## src/rtl/issue_pkg.sv

```systemverilog
// Shared types and widths for the instruction issue queue.
// Latency: n/a (declarations only).
// Backpressure: n/a.
package issue_pkg;

    localparam int INSTR_W  = 16;
    localparam int ISSUED_W = 16;

    // Issue FSM: IDLE waits for work, WAIT holds an in-flight instruction,
    // ERR parks the queue after the datapath failed to answer in time.
    typedef enum logic [1:0] {
        IDLE = 2'd0,
        WAIT = 2'd1,
        ERR  = 2'd2
    } state_t;

endpackage

```

## src/rtl/instr_issue_queue_if.sv

```systemverilog
// Host/datapath bundle of the instruction issue queue.
// Latency: n/a (wires only).
// Backpressure: FULL tells the host its pushes are dropped; RDY paces issue.
//
// master : host / datapath side (drives WR_EN, WR_DATA, RUN, CLR_ERR, RDY)
// slave  : the queue itself (drives INSTR, START, status and ISSUED)
interface instr_issue_queue_if #(
    parameter int DEPTH = 8
);
    import issue_pkg::*;

    localparam int CNT_W = $clog2(DEPTH) + 1;

    logic                WR_EN;
    logic [INSTR_W-1:0]  WR_DATA;
    logic                RUN;
    logic                CLR_ERR;
    logic                RDY;
    logic [INSTR_W-1:0]  INSTR;
    logic                START;
    logic                FULL;
    logic                EMPTY;
    logic [CNT_W-1:0]    COUNT;
    logic                BUSY;
    logic                TIMEOUT_ERR;
    logic [ISSUED_W-1:0] ISSUED;

    modport master (
        output WR_EN, WR_DATA, RUN, CLR_ERR, RDY,
        input  INSTR, START, FULL, EMPTY, COUNT, BUSY, TIMEOUT_ERR, ISSUED
    );

    modport slave (
        input  WR_EN, WR_DATA, RUN, CLR_ERR, RDY,
        output INSTR, START, FULL, EMPTY, COUNT, BUSY, TIMEOUT_ERR, ISSUED
    );

endinterface

```

## src/rtl/sync_fifo.sv

```systemverilog
// Generic synchronous FIFO with occupancy count.
// Latency: push visible at the head one cycle after the write edge; head read is combinational.
// Backpressure: push while full and pop while empty are ignored.
//
// Ports: clk/rst (sync, active-high), push/push_data, pop/pop_data (head),
//        full, empty, count. Flags come straight from the registered pointers.
module sync_fifo #(
    parameter int WIDTH = 16,
    parameter int DEPTH = 8
) (
    input  logic                     clk,
    input  logic                     rst,
    input  logic                     push,
    input  logic [WIDTH-1:0]         push_data,
    input  logic                     pop,
    output logic [WIDTH-1:0]         pop_data,
    output logic                     full,
    output logic                     empty,
    output logic [$clog2(DEPTH):0]   count
);

    localparam int AW = $clog2(DEPTH);
    localparam int PW = AW + 1;

    logic [WIDTH-1:0] mem [DEPTH];

    // One extra pointer bit separates "full" from "empty" when the
    // index bits match.
    logic [AW:0] wr_ptr_q, wr_ptr_d;
    logic [AW:0] rd_ptr_q, rd_ptr_d;
    logic        do_push;
    logic        do_pop;

    always_comb begin
        full     = (wr_ptr_q[AW] != rd_ptr_q[AW]) &&
                   (wr_ptr_q[AW-1:0] == rd_ptr_q[AW-1:0]);
        empty    = (wr_ptr_q == rd_ptr_q);
        count    = wr_ptr_q - rd_ptr_q;
        pop_data = mem[rd_ptr_q[AW-1:0]];

        do_push  = push && !full;
        do_pop   = pop && !empty;

        wr_ptr_d = wr_ptr_q;
        rd_ptr_d = rd_ptr_q;
        if (do_push) begin
            wr_ptr_d = wr_ptr_q + PW'(1);
        end
        if (do_pop) begin
            rd_ptr_d = rd_ptr_q + PW'(1);
        end
    end

    always_ff @(posedge clk) begin
        if (rst) begin
            wr_ptr_q <= '0;
            rd_ptr_q <= '0;
        end else begin
            wr_ptr_q <= wr_ptr_d;
            rd_ptr_q <= rd_ptr_d;
        end
    end

    // Storage has no reset; only the pointers define validity.
    always_ff @(posedge clk) begin
        if (do_push) begin
            mem[wr_ptr_q[AW-1:0]] <= push_data;
        end
    end

endmodule

```

## src/rtl/instr_issue_queue.sv

```systemverilog
// Buffers host instructions and issues them one at a time over a START/RDY handshake.
// Latency: RUN with a non-empty FIFO at edge t gives START and INSTR in cycle t+1; min START period 2.
// Backpressure: host pushes dropped while FULL; next issue waits for RDY; no RDY for TIMEOUT cycles parks in ERR.
//
// Ports: CLK, RST (sync, active-high); io (slave modport) carrying the host
//        push side, RUN/CLR_ERR controls, the RDY/START/INSTR handshake,
//        FIFO status, BUSY, sticky TIMEOUT_ERR and the ISSUED counter.
module instr_issue_queue
    import issue_pkg::*;
#(
    parameter int DEPTH   = 8,
    parameter int TIMEOUT = 255
) (
    input  logic                  CLK,
    input  logic                  RST,
    instr_issue_queue_if.slave    io
);

    localparam int CNT_W = $clog2(DEPTH) + 1;
    localparam int TMR_W = 16;
    localparam logic [TMR_W-1:0] TMR_LAST = TMR_W'(TIMEOUT - 1);

    state_t              state_q,  state_d;
    logic [INSTR_W-1:0]  instr_q,  instr_d;
    logic                start_q,  start_d;
    logic                err_q,    err_d;
    logic [TMR_W-1:0]    timer_q,  timer_d;
    logic [ISSUED_W-1:0] issued_q, issued_d;

    logic                fifo_pop;
    logic [INSTR_W-1:0]  fifo_head;
    logic                fifo_full;
    logic                fifo_empty;
    logic [CNT_W-1:0]    fifo_count;

    sync_fifo #(
        .WIDTH (INSTR_W),
        .DEPTH (DEPTH)
    ) u_fifo (
        .clk       (CLK),
        .rst       (RST),
        .push      (io.WR_EN),
        .push_data (io.WR_DATA),
        .pop       (fifo_pop),
        .pop_data  (fifo_head),
        .full      (fifo_full),
        .empty     (fifo_empty),
        .count     (fifo_count)
    );

    always_comb begin
        state_d  = state_q;
        instr_d  = instr_q;
        start_d  = 1'b0;       // START is a single-cycle pulse
        err_d    = err_q;
        timer_d  = timer_q;
        issued_d = issued_q;
        fifo_pop = 1'b0;

        case (state_q)
            IDLE: begin
                if (io.RUN && !fifo_empty) begin
                    instr_d  = fifo_head;
                    start_d  = 1'b1;
                    fifo_pop = 1'b1;
                    timer_d  = '0;
                    state_d  = WAIT;
                end
            end
            WAIT: begin
                // RDY in the START cycle already counts as completion.
                if (io.RDY) begin
                    issued_d = issued_q + ISSUED_W'(1);
                    state_d  = IDLE;
                end else if (timer_q == TMR_LAST) begin
                    // The in-flight instruction is abandoned, not requeued.
                    err_d   = 1'b1;
                    state_d = ERR;
                end else begin
                    timer_d = timer_q + TMR_W'(1);
                end
            end
            ERR: begin
                if (io.CLR_ERR) begin
                    err_d   = 1'b0;
                    state_d = IDLE;
                end
            end
            default: begin
                state_d = IDLE;
            end
        endcase
    end

    always_ff @(posedge CLK) begin
        if (RST) begin
            state_q  <= IDLE;
            instr_q  <= '0;
            start_q  <= 1'b0;
            err_q    <= 1'b0;
            timer_q  <= '0;
            issued_q <= '0;
        end else begin
            state_q  <= state_d;
            instr_q  <= instr_d;
            start_q  <= start_d;
            err_q    <= err_d;
            timer_q  <= timer_d;
            issued_q <= issued_d;
        end
    end

    assign io.INSTR       = instr_q;
    assign io.START       = start_q;
    assign io.FULL        = fifo_full;
    assign io.EMPTY       = fifo_empty;
    assign io.COUNT       = fifo_count;
    assign io.BUSY        = (state_q == WAIT);
    assign io.TIMEOUT_ERR = err_q;
    assign io.ISSUED      = issued_q;

endmodule

```

## src/flat_wrapper.sv

```systemverilog
// flat-port wrapper written by rule: the top's interface ports become plain ports
module instr_issue_queue_flat import issue_pkg::*;
#(
    parameter int DEPTH   = 8,
    parameter int TIMEOUT = 255
)
  (CLK, RST, io_WR_EN, io_WR_DATA, io_RUN, io_CLR_ERR, io_RDY, io_INSTR, io_START, io_FULL, io_EMPTY, io_COUNT, io_BUSY, io_TIMEOUT_ERR, io_ISSUED);
  instr_issue_queue_if #(.DEPTH(DEPTH)) io_i ();
  input  logic CLK;
  input  logic RST;
  input wire logic [$bits(io_i.WR_EN)-1:0] io_WR_EN;
  input wire logic [$bits(io_i.WR_DATA)-1:0] io_WR_DATA;
  input wire logic [$bits(io_i.RUN)-1:0] io_RUN;
  input wire logic [$bits(io_i.CLR_ERR)-1:0] io_CLR_ERR;
  input wire logic [$bits(io_i.RDY)-1:0] io_RDY;
  output wire logic [$bits(io_i.INSTR)-1:0] io_INSTR;
  output wire logic [$bits(io_i.START)-1:0] io_START;
  output wire logic [$bits(io_i.FULL)-1:0] io_FULL;
  output wire logic [$bits(io_i.EMPTY)-1:0] io_EMPTY;
  output wire logic [$bits(io_i.COUNT)-1:0] io_COUNT;
  output wire logic [$bits(io_i.BUSY)-1:0] io_BUSY;
  output wire logic [$bits(io_i.TIMEOUT_ERR)-1:0] io_TIMEOUT_ERR;
  output wire logic [$bits(io_i.ISSUED)-1:0] io_ISSUED;
  assign io_i.WR_EN = io_WR_EN;
  assign io_i.WR_DATA = io_WR_DATA;
  assign io_i.RUN = io_RUN;
  assign io_i.CLR_ERR = io_CLR_ERR;
  assign io_i.RDY = io_RDY;
  assign io_INSTR = io_i.INSTR;
  assign io_START = io_i.START;
  assign io_FULL = io_i.FULL;
  assign io_EMPTY = io_i.EMPTY;
  assign io_COUNT = io_i.COUNT;
  assign io_BUSY = io_i.BUSY;
  assign io_TIMEOUT_ERR = io_i.TIMEOUT_ERR;
  assign io_ISSUED = io_i.ISSUED;
  instr_issue_queue #(.DEPTH(DEPTH), .TIMEOUT(TIMEOUT)) u_core (.CLK(CLK), .RST(RST), .io(io_i));
endmodule
```

## config.mk

```make
export PLATFORM = sky130hd
export DESIGN_NAME = instr_issue_queue_flat
export DESIGN_NICKNAME = d
export VERILOG_FILES = /design/src/rtl/issue_pkg.sv /design/src/rtl/instr_issue_queue_if.sv /design/src/rtl/sync_fifo.sv /design/src/rtl/instr_issue_queue.sv /design/src/flat_wrapper.sv
export SDC_FILE = /design/constraint.sdc
export NUM_CORES = 1
export LEC_CHECK = 0
export CAP_MARGIN = 20
export CORE_ASPECT_RATIO = 0.7
export CORE_MARGIN = 5
export CORE_UTILIZATION = 40
export DETAILED_ROUTE_END_ITERATION = 16
export SLEW_MARGIN = 20
export SYNTH_ARGS = -nofsm -noshare
export SYNTH_HDL_FRONTEND = slang
export SYNTH_SLANG_ARGS = --single-unit
```

## constraint.sdc

```tcl
create_clock -name CLK -period 10.2 [get_ports CLK]
set_input_delay 2.55 -clock CLK [delete_from_list [all_inputs] [get_ports CLK]]
set_output_delay 2.55 -clock CLK [all_outputs]
set_load 0.01 [all_outputs]
```

==> results of run 1 <==
placed cells by master (no fill, tap or decap), types with 9 or more instances in the layout:
master,n
sky130_fd_sc_hd__clkdlybuf4s50_1,62
sky130_fd_sc_hd__edfxtp_1,128
sky130_fd_sc_hd__o21ai_0,19
sky130_fd_sc_hd__clkbuf_16,17
sky130_fd_sc_hd__mux4_2,32
sky130_fd_sc_hd__o211ai_1,9
sky130_fd_sc_hd__dfxtp_1,59
sky130_fd_sc_hd__a31oi_1,24
sky130_fd_sc_hd__nor2_1,29
sky130_fd_sc_hd__xor2_1,10
sky130_fd_sc_hd__buf_4,12
sky130_fd_sc_hd__a21oi_1,16
sky130_fd_sc_hd__nand3_1,19
sky130_fd_sc_hd__nand2_1,46
sky130_fd_sc_hd__inv_1,18
sky130_fd_sc_hd__nand4_1,9
synth_stat cells (all sizes together), types with 3 or more instances:
cell type / instances
mux4: 32
inv: 18
o211ai: 16
a31oi: 24
xnor2: 7
ha: 8
and3: 3
nor3b: 3
nor2: 30
buf: 14
edfxtp: 128
dfxtp: 60
nand2b: 5
and4: 3
clkbuf: 14
or3: 6
nor3: 9
or4: 6
nand2: 46
o21ai: 22
nor4: 5
nand3: 20
a21oi: 16
xor2: 10
nand4: 11
critical path, delay by kind of cell, from the launching register on:
kind                     cells  cell delay (ps)
buffers and inverters        2             1430
adder cells (fa/ha/maj)      1              620
AND/OR/NAND/NOR              2              480
flip-flops                   1              870
power groups by stage:
stage | clock network, µW | logic [µW] | registers (µW)
floorplan | 0 | 137 | 874
global placement | 0 | 221 | 873
detailed placement | 0 | 223 | 874
CTS | 663 | 224 | 857
global route | 698 | 240 | 859
finish | 649 | 219 | 856
logic make-up (layout without fill, tap and decap cells):
| logic type | Yosys count | count (layout) | synth area share, % |
|---|---|---|---|
| buffers and inverters | 47 | 125 | 2.75 |
| XOR/XNOR | 17 | 17 | 2.01 |
| adder cells (fa/ha/maj) | 9 | 9 | 1.54 |
| multiplexers | 35 | 35 | 9.65 |
| AO/OA/AOI/OAI | 91 | 91 | 7.80 |
| flip-flops | 188 | 188 | 64.7 |
| AND/OR/NAND/NOR | 157 | 157 | 11.5 |
layer usage:
metal	up-vias	global-route usage, %
met5	-	0
met3	9	3.69
met2	86	22.4
li1	2228	-
met4	0	3.59
met1	2343	22.5
layout make-up:
class / count / share of cell area (%)
well taps: 264 / 3.56
multi-input cells: 309 / 27.4
repair buffers: 74 / 7.66
inverters: 19 / 0.769
clock inverters: 14 / 1.59
clock buffers: 18 / 4.62
flip-flops and latches: 188 / 54.4
through the flow:
stage | setup WS (ps) | cells | utilization [%]
2_1_floorplan | 5750 | 544 | -
3_3_place_gp | 4340 | 854 | 45.8
3_5_place_dp | 4240 | 854 | 45.8
4_1_cts | 3750 | 886 | 48.8
5_1_grt | 3570 | 886 | 48.8
6_report | 3810 | 886 | 48.8
state kept, by name (all words and copies together), names as in the netlist:
name	cells
u_core.io.INSTR	16
u_core.io.ISSUED	16
u_core.io.START	1
u_core.io.TIMEOUT_ERR	1
u_core.state_q	2
u_core.timer_q	16
u_core.u_fifo.mem	128
u_core.u_fifo.rd_ptr_q	4
u_core.u_fifo.wr_ptr_q	4
worst paths after layout:
check,slack [ps],startpoint,to,depth (start not counted)
max reg2reg,6140,u_core.u_fifo.rd_ptr_q[2],u_core.timer_q[12],6
min,490,u_core.timer_q[15],u_core.timer_q[15],2
max,3810,u_core.u_fifo.rd_ptr_q[2],io_EMPTY,5
min reg2reg,490,u_core.timer_q[15],u_core.timer_q[15],2
==> impl_metrics.tcl, run 1 <==
set metrics [dict create \
    run_status "finished, final reports clean" \
    cts-root-to-sink-buffers 2 \
    rsz0062_at_grt "no" \
    transition_at_the_pin_with_the_smallest_max_transition_slack_ps 836 \
    detail_route.first_pass.iterations 4 \
    multi_input_area_um2 2540 \
    worst_slew_margin_rel_pct 44.2 \
    postCtsSetupBuffers 0 \
    sw_frac_of_total_pct 24.8 \
    postSynthCellCount 544 \
    nNetsFinal 640 \
    io_buffer_count 62 \
    number_of_antenna_repair_diodes 0 \
    worst-path-max-fanout 19 \
    timing.final.crit_share_pct 62.6 \
    ys_async_sr_fraction_pct 0 \
    maxSlewViolCount 0 \
    cts_made_buffers 17 \
    globalRoute.totalOverflow 0 \
    clock-skew-final_ps 9.66 \
    p_total_uw 1720 \
    max_freq_ghz 0.157 \
    flow.area_growth_from_synthesis_pct 19.1 \
    worst_setup_hold_path_clk_slew_ps 70 \
    synth.net_count 575 \
    fin_area_um2 9280 \
    post_synth_num_cell_types 61 \
    routed_wire_length_per_instance_um 18.4 \
    antenna_violating_nets_post_route 0 \
    h_tree_depth_reported_by_cts 4 \
    grt.total_usage_pct 15.1 \
    register_bit_total_from_synthesis 188 \
    drc_errors 0 \
    floorplan.die.height_um 127 \
    synth.largest_area_cell "sky130_fd_sc_hd__edfxtp_1" \
    clock-sinks 188 \
    rows 42 \
    maxCapViolCount 0 \
    cts_root_buffer "sky130_fd_sc_hd__clkbuf_16" \
    register_area_um2 5050 \
    cell_leakage_power_uw 0.00301 \
    yosysTopAreaCellShare_pct 49.3 \
    share_of_power_burned_in_registers_pct 49.7 \
    met2RoutedLength_mm 7.34 \
    gp_congestion 0.819 \
    worst-setup-path-type "register to output pin" \
    worst_hold_slack_ps 492 \
    worstPathCellList "clkinv_1, ha_1, nand3_1, nor2_1, clkdlybuf4s50_1" \
    floorplan.die_area_um2 22400 \
    timing.final.crit_period_ps 6390 \
    critPathMaxStageDelay_ps 870 \
    final_hold_viols 0 \
    cpMaxStageDelayCell "sky130_fd_sc_hd__dfxtp_1" \
    drtIter0Drc 322 \
    seq_area_frac_synth_pct 64.7 \
    cts_hold_repair.buffers 0 \
    synth_edf_count 128 \
    dr.max_layer_used "met4" \
    grt_pass1_vias 4724 \
    critPathLaunchType "register" \
    grt_first_pass_wirelength_mm 26.4 \
    worst_voltage_drop_across_the_vdd_grid_v 0.0000928 \
    share_comb_of_total_power_pct 12.7 \
    grt_start_max_net_pins 39 \
    cts_tree "built" \
    internal-power_uw 1300 \
    power_frac_clock_pct 37.6 \
    crit_path_end_kind "output pin" \
    min_path_type "register to register" \
    detailed_place_hpwl_mm 10.2 \
    power.switching_uw 427 \
    ranking_of_synthesized_cells_by_area "sky130_fd_sc_hd__edfxtp_1, sky130_fd_sc_hd__dfxtp_1, sky130_fd_sc_hd__mux4_2" \
    timing.setup.tns_ps 0 \
    post_cts_resized 0 \
    final_wirelength_mm 16.3 \
    initial_utilization_pct 41.0 \
    number_of_antenna_violations_at_the_first_check_in_global_routing 0 \
    synth_area_um2 7790 \
    drive_gt1_share_pct 15.9 \
    worstSkewPairLatency_ps 430 \
    power_density_nw_per_um2 186 \
    design.portCount 63 \
    via_count 4666 \
    worstPathRequired_ps 7650 \
    core_um2 19000 \
    arrival_ps 3840 \
    synth.avg_cell_area_um2 14.3 \
    yosys_warns 0 \
    synth-main-ff-cell "sky130_fd_sc_hd__edfxtp_1" \
    number_of_setup_violations_in_the_final_report 0 \
    post_drt_via_cell_ratio 5.27 \
    met3_length_um 607 \
    die_w_um 177 \
    post_dp_cell_area_um2 8700 \
    met1_wire_length_mm 8.20 \
    filler_cell_count 1633 \
]
Power figures use the tool's default switching activity.
==> run 2, diff against run 1 <==
==> constraint.sdc (replaced) <==
create_clock -name CLK -period 5.6 [get_ports CLK]
set_input_delay 1.4 -clock CLK [delete_from_list [all_inputs] [get_ports CLK]]
set_output_delay 1.4 -clock CLK [all_outputs]
set_load 0.01 [all_outputs]
==> run 2 against run 1 <==
Non-clock buffer count is 1 higher. Via count is 1.7% higher. Final area hardly changed. Critical path type unchanged. Largest cell class unchanged. Critical endpoint unchanged.
==> impl_metrics.tcl, run 2 (synthesized netlist as in run 1, its figures left out) <==
set metrics [dict create \
    dr.max_layer_used "met5" \
    worst-r2r-setup-slack_ps 2460 \
    worst_r2r_endpoint "u_core.timer_q[13]" \
    h_tree_depth_reported_by_cts 4 \
    worst_slew_margin_rel_pct 44.1 \
    cell_leakage_power_uw 0.00300 \
    met1_wire_length_mm 7.84 \
    crit_path_end_kind "output pin" \
    antenna_violating_nets_post_route 0 \
    power_density_nw_per_um2 336 \
    drc_errors 0 \
    final_wirelength_mm 16.4 \
    timing.setup.tns_ps 0 \
    worst_setup_hold_path_clk_slew_ps 70 \
    post_cts_resized 0 \
    grt_first_pass_wirelength_mm 26.5 \
    floorplan.die_area_um2 22400 \
    worst_voltage_drop_across_the_vdd_grid_v 0.000197 \
    number_of_antenna_repair_diodes 0 \
    die_w_um 177 \
    post_drt_via_cell_ratio 5.35 \
    min-delay-start "u_core.u_fifo.wr_ptr_q[0]" \
    largest_register_ff_count 128 \
    routed_wire_length_per_instance_um 18.4 \
    core_um2 19000 \
    initial_utilization_pct 41.0 \
    grt_pass1_vias 4689 \
    min_path_type "register to register" \
    run_status "finished, final reports clean" \
    rows 42 \
    timing.final.crit_period_ps 4360 \
    cts_tree "built" \
    finish.utilization_pct 48.8 \
    worstSkewPairLatency_ps 420 \
    drive_gt1_share_pct 15.7 \
    cpMaxStageDelayCell "sky130_fd_sc_hd__dfxtp_1" \
    postCtsSetupBuffers 0 \
    grt.total_usage_pct 15.3 \
    crit-reg2reg-launch "u_core.u_fifo.rd_ptr_q[2]" \
    cts_hold_repair.buffers 0 \
    gp_congestion 0.829 \
    whs_path_depth 2 \
    min_to "u_core.u_fifo.wr_ptr_q[0]" \
    io_buffer_count 62 \
    final_cell_mix "sky130_fd_sc_hd__edfxtp_1, sky130_fd_sc_hd__clkdlybuf4s50_1, sky130_fd_sc_hd__dfxtp_1" \
    floorplan.die.height_um 127 \
    cts_made_buffers 17 \
    arrival_ps 2960 \
    drtIter0Drc 338 \
    transition_at_the_pin_with_the_smallest_max_transition_slack_ps 837 \
    via_count 4746 \
    grt_start_max_net_pins 39 \
    clock-sinks 188 \
    maxSlewViolCount 0 \
    timing.reg2reg.worst_path_depth 6 \
    number_of_setup_violations_in_the_final_report 0 \
    clock-skew-final_ps 6.75 \
    max_freq_ghz 0.229 \
    worstPathRequired_ps 4200 \
    flow.area_growth_from_synthesis_pct 19.0 \
    met3_length_um 913 \
    critPathMaxStageDelay_ps 870 \
    globalRoute.totalOverflow 0 \
    number_of_antenna_violations_at_the_first_check_in_global_routing 1 \
    design.portCount 63 \
    timing.final.crit_share_pct 77.8 \
    rsz0062_at_grt "no" \
    detail_route.first_pass.iterations 5 \
    worstPathCellList "clkinv_1, ha_1, nand3_1, nor2_1, clkdlybuf4s50_1" \
    cts_root_buffer "sky130_fd_sc_hd__clkbuf_16" \
    detailed_place_hpwl_mm 10.3 \
    nNetsFinal 641 \
    final_hold_viols 0 \
    worst-setup-path-type "register to output pin" \
    maxCapViolCount 0 \
    cts-root-to-sink-buffers 2 \
    mostFrequentLayoutCell "sky130_fd_sc_hd__edfxtp_1" \
    met2RoutedLength_mm 7.42 \
    worst-path-max-fanout 18 \
    critPathLaunchType "register" \
]
[run 2: power by group]
part / switching, µW / total (µW) / internal (µW)
Sequential: 30.0 / 1560 / 1530
Combinational: 202 / 400 / 199
Clock: 529 / 1150 / 625
[run 2: per-layer routing]
| metal | up-vias | track usage, % |
|---|---|---|
| met5 | - | 0 |
| met4 | 2 | 3.82 |
| met3 | 23 | 4.52 |
| met2 | 112 | 22.7 |
| met1 | 2370 | 22.2 |
| li1 | 2239 | - |
[run 2: through the flow]
stage	setup WS, ps	hold WS (ps)	power, µW	cell area (µm²)	cells
floorplan	2120	460	1840	7790	544
global placement	1690	479	1990	8710	855
detailed placement	1640	493	2000	8710	855
CTS	1130	503	3150	9280	887
global route	1050	531	3250	9280	887
finish	1240	497	3120	9280	887
[run 2: worst max-delay path, delay by kind of cell, from the launching register on]
| family | cells | cell delay (ps) |
|---|---|---|
| flops | 1 | 870 |
| buf+inv | 2 | 790 |
| simple gates | 2 | 480 |
| fa+ha+maj | 1 | 390 |
[run 2: how the worst max path moves through the flow]
stage	from	endpoint	slack [ps]	cells after the start
6_report	u_core.u_fifo.rd_ptr_q[2]	io_EMPTY	1240	5
3_5_place_dp	u_core.u_fifo.rd_ptr_q[2]	io_EMPTY	1640	5
4_1_cts	u_core.u_fifo.rd_ptr_q[2]	io_EMPTY	1130	5
2_1_floorplan	u_core.u_fifo.rd_ptr_q[2]	u_core.u_fifo.mem[0][0]	2120	8
3_3_place_gp	u_core.u_fifo.rd_ptr_q[2]	io_EMPTY	1690	5
5_1_grt	u_core.u_fifo.rd_ptr_q[2]	io_EMPTY	1050	5
[run 2: final cells by class]
class | instances | area (µm²)
fillers | 1667 | 9750
multi-input cells | 309 | 2540
clock inverters | 13 | 131
inverters | 19 | 71.3
clock buffers | 19 | 433
repair buffers | 75 | 718
well taps | 264 | 330
flip-flops and latches | 188 | 5050
==> run 3, diff against run 2 <==
==> constraint.sdc (replaced) <==
create_clock -name CLK -period 3.7 [get_ports CLK]
set_input_delay 0.925 -clock CLK [delete_from_list [all_inputs] [get_ports CLK]]
set_output_delay 0.925 -clock CLK [all_outputs]
set_load 0.01 [all_outputs]
==> run 3 against run 2 <==
First-iteration DRC count rose by 46%. Final area rose by 0.38%. Worst hold slack improved by 15 ps. Largest power group unchanged. Critical endpoint is now io_COUNT[3]. Clock power rose by 58%. Sequential power rose by 51%. Critical path type unchanged. Largest cell class unchanged. Non-clock buffer count rose by 2. Sequential cell count did not move. Highest routed layer unchanged. Global-route usage rose by 0.34 points. Routed wire length rose by 5.0%. Combinational power rose by 53%.
==> impl_metrics.tcl, run 3 (synthesized netlist as in run 1, its figures left out) <==
set metrics [dict create \
    run_status "finished, final reports clean" \
    worst-path-max-fanout 9 \
    fin_area_um2 9310 \
    grt_first_pass_wirelength_mm 26.7 \
    gp_congestion 0.796 \
    drive_gt1_share_pct 15.8 \
    antenna_violating_nets_post_route 0 \
    grt.total_usage_pct 15.6 \
    detail_route.first_pass.iterations 5 \
    crit_path_end_kind "output pin" \
    number_of_antenna_repair_diodes 0 \
    detailed_place_hpwl_mm 10.6 \
    whs_path_depth 2 \
    nNetsFinal 643 \
    post_dp_cell_area_um2 8730 \
    final_cell_mix "sky130_fd_sc_hd__edfxtp_1, sky130_fd_sc_hd__clkdlybuf4s50_1, sky130_fd_sc_hd__dfxtp_1" \
    cts_hold_repair.buffers 0 \
    cts_made_buffers 17 \
    core_um2 19000 \
    p_total_uw 4790 \
    final_wirelength_mm 17.2 \
    die_w_um 177 \
    timing.final.crit_share_pct 87.3 \
    critical_path.top_delay_family "buffers and inverters" \
    largest_register_ff_count 128 \
    timing.final.crit_period_ps 3230 \
    arrival_ps 2300 \
    post_cts_resized 0 \
    mostFrequentLayoutCell "sky130_fd_sc_hd__edfxtp_1" \
    min-delay-start "u_core.u_fifo.wr_ptr_q[0]" \
    final_hold_viols 0 \
    crit-reg2reg-launch "u_core.u_fifo.rd_ptr_q[2]" \
    min_path_type "register to register" \
    worst_voltage_drop_across_the_vdd_grid_v 0.000321 \
    clock-skew-final_ps 17.2 \
    path_buf_inv 1 \
    worst_setup_hold_path_clk_slew_ps 70 \
    worst-r2r-setup-slack_ps 1260 \
    grt_start_max_net_pins 39 \
    transition_at_the_pin_with_the_smallest_max_transition_slack_ps 767 \
    maxSlewViolCount 0 \
    post_drt_via_cell_ratio 5.46 \
    worst_r2r_endpoint "u_core.timer_q[12]" \
    via_count 4857 \
    flow.area_growth_from_synthesis_pct 19.5 \
    floorplan.die.height_um 127 \
    worst_setup_timing_slack_at_the_placement_stage_ps 672 \
    power_density_nw_per_um2 515 \
    h_tree_depth_reported_by_cts 4 \
    clock-sinks 188 \
    floorplan.die_area_um2 22400 \
    routed_wire_length_per_instance_um 19.3 \
    filler_cell_count 1651 \
    worst-setup-path-type "register to output pin" \
    worst_slew_margin_rel_pct 48.7 \
    io_buffer_count 62 \
    design.portCount 63 \
    timing.reg2reg.worst_path_depth 6 \
    postLayoutSetupSlackWorst_ps 471 \
    postCtsSetupBuffers 0 \
    number_of_antenna_violations_at_the_first_check_in_global_routing 1 \
    number_of_setup_violations_in_the_final_report 0 \
    cell_leakage_power_uw 0.00302 \
    critPathMaxStageDelay_ps 560 \
    maxCapViolCount 0 \
    rows 42 \
    cpMaxStageDelayCell "sky130_fd_sc_hd__clkdlybuf4s50_1" \
    drtIter0Drc 495 \
    worstSkewPairLatency_ps 430 \
    rsz0062_at_grt "no" \
    initial_utilization_pct 41.0 \
    worstPathCellList "ha_1, a21o_1, a21oi_1, xnor2_1, clkdlybuf4s50_1" \
    globalRoute.totalOverflow 0 \
    cts_root_buffer "sky130_fd_sc_hd__clkbuf_16" \
    critPathLaunchType "register" \
    drc_errors 0 \
    timing.setup.tns_ps 0 \
    min_to "u_core.u_fifo.wr_ptr_q[0]" \
    cts-root-to-sink-buffers 2 \
    cts_tree "built" \
    grt_pass1_vias 4791 \
    max_freq_ghz 0.310 \
    worstPathRequired_ps 2770 \
]
==> run 3: cell types whose count changed in the layout (fill, tap and decap cells not counted), sizes merged <==
cell	previous run	this run
buf	13	15
bufinv	1	2
clkbuf	19	22
clkinv	5	3
clkinvlp	2	0
==> run 3: layout make-up <==
| class | instances | area, µm² | share of cell area, % |
|---|---|---|---|
| multi-input cells | 309 | 2540 | 27.3 |
| clock buffers | 22 | 454 | 4.88 |
| clock inverters | 10 | 130 | 1.40 |
| repair buffers | 77 | 733 | 7.88 |
| flip-flops and latches | 188 | 5050 | 54.2 |
| well taps | 264 | 330 | 3.55 |
| inverters | 19 | 71.3 | 0.766 |
==> run 3: stage by stage <==
| stage | hold slack (ps) | cells | util, % |
|---|---|---|---|
| 2_1_floorplan | 460 | 544 | - |
| 3_3_place_gp | 482 | 857 | 45.9 |
| 3_5_place_dp | 491 | 857 | 45.9 |
| 4_1_cts | 506 | 889 | 48.9 |
| 5_1_grt | 524 | 889 | 48.9 |
| 6_report | 513 | 889 | 48.9 |
==> run 3: worst max-delay path by stage <==
stage | depth (start not counted) | slack, ps | endpoint | start
floorplan | 8 | 220 | u_core.u_fifo.mem[0][0] | u_core.u_fifo.rd_ptr_q[2]
global placement | 4 | 730 | u_core.timer_q[10] | io_RDY
detailed placement | 4 | 670 | u_core.timer_q[12] | io_RDY
CTS | 5 | 440 | io_COUNT[3] | u_core.u_fifo.wr_ptr_q[1]
global route | 5 | 320 | io_COUNT[3] | u_core.u_fifo.wr_ptr_q[1]
finish | 5 | 470 | io_COUNT[3] | u_core.u_fifo.wr_ptr_q[1]
==> run 3: worst register-to-register path, delay by kind of cell, from the launching register on <==
kind | cells | cell delay (ps)
AO/OA/AOI/OAI | 3 | 1330
flip-flops | 1 | 360
adder cells (fa/ha/maj) | 1 | 330
AND/OR/NAND/NOR | 1 | 260
buffers and inverters | 1 | 90
==> run 3: layer usage <==
metal,wire [µm],global-route usage (%),vias to the layer above
met3,816,4.64,17
met5,18,0,-
met2,7600,22.6,120
met1,8520,23.1,2477
met4,210,4.23,2
li1,-,-,2241
==> run 3: report_power, final <==
| group | total (µW) | internal (µW) | switching, µW | leakage (µW) |
|---|---|---|---|---|
| clock network | 1820 | 1030 | 787 | 0.000285 |
| registers | 2360 | 2320 | 46.9 | 0.00165 |
| logic | 612 | 301 | 311 | 0.00109 |
| total | 4790 | 3650 | 1140 | 0.00302 |
